[config.mk]
export PLATFORM = sky130hd
export DESIGN_NAME = full_adder_pipe_flat
export DESIGN_NICKNAME = d
export VERILOG_FILES = /design/src/rtl/full_adder_pipe_if.sv /design/src/rtl/full_adder_pipe.sv /design/src/flat_wrapper.sv
export SDC_FILE = /design/constraint.sdc
export NUM_CORES = 1
export LEC_CHECK = 0
export ABC_AREA = 1
export CAP_MARGIN = 20
export CORE_AREA = 2 2 39 41
export CTS_BUF_LIST = sky130_fd_sc_hd__clkbuf_8 sky130_fd_sc_hd__clkbuf_16
export DETAILED_ROUTE_END_ITERATION = 6
export DIE_AREA = 0 0 41 43
export PLACE_DENSITY = 0.3
export SLEW_MARGIN = 20
export SYNTH_ARGS = -nofsm -noshare
export SYNTH_HDL_FRONTEND = slang
export SYNTH_SLANG_ARGS = --single-unit
[constraint.sdc]
create_clock -name clk -period 2.7 [get_ports clk]
set_clock_uncertainty 0.1 [all_clocks]
set_input_delay 0.81 -clock clk [delete_from_list [all_inputs] [get_ports clk]]
set_output_delay 0.81 -clock clk [all_outputs]
set_load 0.01 [all_outputs]
[src/rtl/full_adder_pipe_if.sv]
// full_adder_pipe_if
//   Operand/result bundle for full_adder_pipe.
//   master : drives in_valid, A, B, C_in; receives R, C_out, out_valid
//   slave  : the adder side (receives operands, drives results)
interface full_adder_pipe_if #(
  parameter int WIDTH = 1
);
  logic             in_valid;
  logic [WIDTH-1:0] A;
  logic [WIDTH-1:0] B;
  logic             C_in;
  logic [WIDTH-1:0] R;
  logic             C_out;
  logic             out_valid;

  modport master (
    output in_valid, A, B, C_in,
    input  R, C_out, out_valid
  );

  modport slave (
    input  in_valid, A, B, C_in,
    output R, C_out, out_valid
  );
endinterface

[src/rtl/full_adder_pipe.sv]
// full_adder_pipe
//   Ripple-carry adder of WIDTH full-adder cells: {C_out, R} = A + B + C_in.
//   REG_OUT=1 registers R/C_out/out_valid (1-cycle latency, results held
//   while in_valid is low); REG_OUT=0 is purely combinational.
// Ports:
//   clk   : rising-edge clock (unused when REG_OUT=0)
//   rst_n : synchronous active-low reset (gates out_valid when REG_OUT=0)
//   bus   : full_adder_pipe_if slave (in_valid, A, B, C_in -> R, C_out, out_valid)
module full_adder_pipe #(
  parameter int WIDTH   = 1,
  parameter bit REG_OUT = 1'b1
) (
  input  logic              clk,
  input  logic              rst_n,
  full_adder_pipe_if.slave  bus
);

  logic [WIDTH:0]   carry;
  logic [WIDTH-1:0] sum;

  // Bit-cell chain; carry[i] is the carry into cell i, carry[WIDTH] is C_out.
  always_comb begin
    carry    = '0;
    sum      = '0;
    carry[0] = bus.C_in;
    for (int i = 0; i < WIDTH; i++) begin
      sum[i]     = bus.A[i] ^ bus.B[i] ^ carry[i];
      carry[i+1] = (bus.A[i] & bus.B[i]) | (carry[i] & (bus.A[i] ^ bus.B[i]));
    end
  end

  if (REG_OUT) begin : g_reg
    logic [WIDTH-1:0] r_q, r_d;
    logic             c_q, c_d;
    logic             v_q, v_d;

    // Result registers hold when no operand arrives; valid is a one-cycle pulse.
    always_comb begin
      r_d = r_q;
      c_d = c_q;
      v_d = 1'b0;
      if (bus.in_valid) begin
        r_d = sum;
        c_d = carry[WIDTH];
        v_d = 1'b1;
      end
    end

    always_ff @(posedge clk) begin
      if (!rst_n) begin
        r_q <= '0;
        c_q <= 1'b0;
        v_q <= 1'b0;
      end else begin
        r_q <= r_d;
        c_q <= c_d;
        v_q <= v_d;
      end
    end

    assign bus.R         = r_q;
    assign bus.C_out     = c_q;
    assign bus.out_valid = v_q;
  end else begin : g_comb
    assign bus.R         = sum;
    assign bus.C_out     = carry[WIDTH];
    assign bus.out_valid = bus.in_valid & rst_n;
  end

endmodule

[src/flat_wrapper.sv]
// flat-port wrapper written by rule: the top's interface ports become plain ports
module full_adder_pipe_flat 
#(
  parameter int WIDTH   = 1,
  parameter bit REG_OUT = 1'b1
)
  (clk, rst_n, bus_in_valid, bus_A, bus_B, bus_C_in, bus_R, bus_C_out, bus_out_valid);
  full_adder_pipe_if #(.WIDTH(WIDTH)) bus_i ();
  input  logic clk;
  input  logic rst_n;
  input wire logic [$bits(bus_i.in_valid)-1:0] bus_in_valid;
  input wire logic [$bits(bus_i.A)-1:0] bus_A;
  input wire logic [$bits(bus_i.B)-1:0] bus_B;
  input wire logic [$bits(bus_i.C_in)-1:0] bus_C_in;
  output wire logic [$bits(bus_i.R)-1:0] bus_R;
  output wire logic [$bits(bus_i.C_out)-1:0] bus_C_out;
  output wire logic [$bits(bus_i.out_valid)-1:0] bus_out_valid;
  assign bus_i.in_valid = bus_in_valid;
  assign bus_i.A = bus_A;
  assign bus_i.B = bus_B;
  assign bus_i.C_in = bus_C_in;
  assign bus_R = bus_i.R;
  assign bus_C_out = bus_i.C_out;
  assign bus_out_valid = bus_i.out_valid;
  full_adder_pipe #(.WIDTH(WIDTH), .REG_OUT(REG_OUT)) u_core (.clk(clk), .rst_n(rst_n), .bus(bus_i));
endmodule
# Word-level counts from Yosys, hierarchy flattened
# Index checks and enable logic that the tools add are counted.
totals:
  inputBits: 6
  ff_bits: 3
  out_inout_bits: 3
  wordCells: 9
classes:
  bitwise_logic: 5
  mux: 1
op_table:
  columns: ["op", "count"]
  rows:
  - ["$and 1x1->1", 2]
  - ["$xor 1x1->1", 2]
  - ["$mux 1", 1]
  - ["$or 1x1->1", 1]

# Longest topological paths before layout
depth:
  word_depth: 3
  depth_mapped: 5
  depth_no_buf: 5

# Least setup slack after synthesis
# No wires, ideal clock.
synth_path:
  path_kind: "input port to flip-flop"
  startpoint: "input port bus_C_in"
  endpoint: "register u_core.g_reg.r_q (netlist: u_core.bus.R)"
  setup_time_ps: 64
  slack_ps: 1037
  required_ps: 2536
  arrival_time_ps: 1499
  n_path_buf: 0
  cell_stages: 5
  path_cell_list: "fa_1 -> inv_1 -> nand2_1 -> nand2_1 -> nor2_1"
synth_between:
  elab_chain_cells: 1
synth_lines:
  columns: ["element", "line_no", "rtl"]
  rows:
  - ["from (decl)", "flat_wrapper.sv:14", "input wire logic [$bits(bus_i.C_in)-1:0] bus_C_in;"]
  - ["$xor 1x1->1", "full_adder_pipe.sv:27", "sum[i] = bus.A[i] ^ bus.B[i] ^ carry[i];"]
  - ["to (signal assigned)", "full_adder_pipe.sv:55", "r_q <= r_d;"]
  - ["to (decl)", "full_adder_pipe.sv:33", "logic [WIDTH-1:0] r_q, r_d;"]
# No other way between the ends.
# A chain may end at the register's enable or synchronous reset.

# Worst setup path after layout
layout_path:
  startpoint: "register u_core.g_reg.c_q (netlist: u_core.bus.C_out)"
  endpoint: "output port bus_C_out"
layout_lines:
  columns: ["element", "line_no", "rtl"]
  rows:
  - ["from (decl)", "full_adder_pipe.sv:34", "logic c_q, c_d;"]
  - ["from (signal assigned)", "full_adder_pipe.sv:52", "c_q <= 1'b0;"]
  - ["from (signal assigned)", "full_adder_pipe.sv:56", "c_q <= c_d;"]
  - ["to (decl)", "flat_wrapper.sv:16", "output wire logic [$bits(bus_i.C_out)-1:0] bus_C_out;"]
# No word-level cell between the ends.

==> results.cfg <==
[run_status]
status = finished clean

[clocking]
ctsHoldBuffers = 0
cts_tree = yes
cts.reportedPaths.clkPinSlew_ns = 0.03
clock_latency_ns = 0.21
cts_buffers = 3
postCtsSetupBuffers = 0
clockBufferDepth = 2
root_buffer = clkbuf_8
h-tree-depth = 1
ctsResizeCount = 0
clock_sinks = 3

[worst_setup_path]
cp.required_ns = 1.79
crit_path_end_kind = output pin
cp_data_arrival_time_ns = 1.06
cp_max_fo = 2
r2r_start = u_core.bus.R$_SDFFE_PN0P_
crit_slowest_cell = clkdlybuf4s50_1
startpoint_type = flip-flop
startpoint = u_core.bus.C_out$_SDFFE_PN0P_
timing.critical_path.buf_inv = 1
path_cells = clkdlybuf4s50_1
worstSetupPathType = reg2out
crit_path_max_incr_delay_ns = 0.53
crit_family = buffers and inverters

[floorplanning]
io_pins = 9
core_um2 = 1380
fp.dieW_um = 41
placementRows = 14
chipHeight_um = 43
start_util_pct = 9.04
die_area_um2 = 1760

[layout]
nets = 36
fin_cells = 44
multi_input_area_um2 = 53.8
ff_latch_area_um2 = 60.1
fin_util_pct = 19.5
diodes = 0
drive_gt1_share_pct = 10.7
final.fill_count = 154
design_area_um2 = 270
synthToLayoutAreaGrowth_pct = 116

[timing]
setup_violations = 0
finalCritPeriodShare_pct = 73.0
rsz0062_at_grt = false
worstMarginPinSlew_ns = 0.160
relSlewSlack_pct = 89.3
fmax_mhz = 507
min_period_ns = 1.97
hold_slack_ns = 0.374
hold_viol = 0
setup_tns_ns = 0
drv_slew = 0

[routing]
routed-via-count = 132
routed_via_density = 3.00
drt_iter0_drc = 3
drc = 0
drtAntennaViolNets = 0
drtPass1Iterations = 2
wl_um = 283
wl_per_cell_um = 6.43

[synth]
ys_ff_latch = 3
yosysWarnings = 0
netlist.area_leader.share_pct = 48.0
synth_top_family_by_area = simple AND/OR/NAND/NOR gates
synth.mux.area_fraction_pct = 0
synth_area_leader_cell = dfxtp_1
synth_ff_type = dfxtp_1
yosys-top-cells-count = 5 x nand2_1, 4 x nor2_1, 3 x dfxtp_1, 3 x inv_1, 1 x fa_1
synth_cell_types = 5
synth.avg_cell_area_um2 = 7.82
yosysMostFrequentCell = nand2_1
synth_xor_area_share_pct = 0
yosys.area_share.simple_pct = 27.0
synth_compound_area_share_pct = 0
synthesis.nets = 23
synthTopCellsByArea = dfxtp_1 48%, fa_1 16%, nand2_1 15%
syn_area_um2 = 125
synth_fa_ha_area_share_pct = 16.0
synth_seq_area_share_pct = 48.0
syn_inst = 16
synthArstFlopShare_pct = 0
synth_edf_count = 0

[hold_path]
hold_class = reg2reg
hold_start = u_core.bus.C_out$_SDFFE_PN0P_

[grt]
grt_pass1_wl_um = 414
grt_max_degree = 6
grt_usage_pct = 4.21
antenna_found_initial = 0
grt_pass1_vias = 129
grt_overflow = 0

[pwr]
p_leak_nw = 0.129
irDropWorstVdd_v = 0.0000921
p_per_area_nw_per_um2 = 734

[placement]
dpl_cell_area_um2 = 225
dp.cells = 40
place_congestion = 0.490
portBuffers = 8

[run]
cap_violations = 0
==> flip-flops by register name, summed over array words and instances (netlist names) <==
register / count
u_core.bus.out_valid: 1
u_core.bus.R: 1
u_core.bus.C_out: 1
==> worst reg2reg max path, cell delays in order (launching register included) <==
cell and delay [ns]:
dfxtp_1 0.30, nor2_1 0.09, nor2_1 0.05
==> through the flow <==
step	setup slack, ns	power [mW]
floorplan	1.04	0.0583
global placement	0.541	0.0749
detailed placement	0.530	0.0751
CTS	0.713	0.204
global route	0.678	0.210
finish	0.728	0.198
==> cell usage in the layout, fill, tap and decap left out <==
| cell | Yosys | routed |
|---|---|---|
| clkbuf_8 | 0 | 3 |
| nor2_1 | 4 | 4 |
| clkdlybuf4s50_1 | 0 | 8 |
| nand2_1 | 5 | 5 |
| dfxtp_1 | 3 | 3 |
| inv_1 | 3 | 4 |
| fa_1 | 1 | 1 |
==> final cells by class <==
class | count | area share (%)
clock buffers | 3 | 15.3
clock inverters | 1 | 1.39
inverters | 3 | 4.17
multi-input cells | 10 | 19.9
flip-flops and latches | 3 | 22.2
well taps | 16 | 7.41
repair buffers | 8 | 29.6
==> metal layers <==
layer | routed length (um) | vias up | track usage [%]
li1 | - | 68 | -
met1 | 96 | 58 | 2.56
met2 | 162 | 6 | 5.94
met3 | 24 | 0 | 1.57
met4 | 0 | 0 | 8.00
met5 | 0 | - | 0
==> worst paths after layout <==
kind / slack [ns] / depth (start not counted) / to
worst max-delay path: 0.73 / 1 / bus_C_out
worst max register to register: 2.05 / 2 / u_core.bus.R$_SDFFE_PN0P_
worst min-delay path: 0.37 / 2 / u_core.bus.C_out$_SDFFE_PN0P_
worst min register to register: 0.37 / 2 / u_core.bus.C_out$_SDFFE_PN0P_
==> kinds of logic after synthesis <==
| kind of cell | count (synthesis) |
|---|---|
| fa+ha+maj | 1 |
| buf+inv | 3 |
| flops | 3 |
| simple gates | 9 |
==> where the power goes <==
group	switching, mW	internal, mW	total [mW]
clock	0.0279	0.0966	0.125
sequential	0.00134	0.0480	0.0493
combinational	0.00933	0.0151	0.0245
total	0.0386	0.160	0.198
Note: power is estimated with default switching activity, not from simulation.
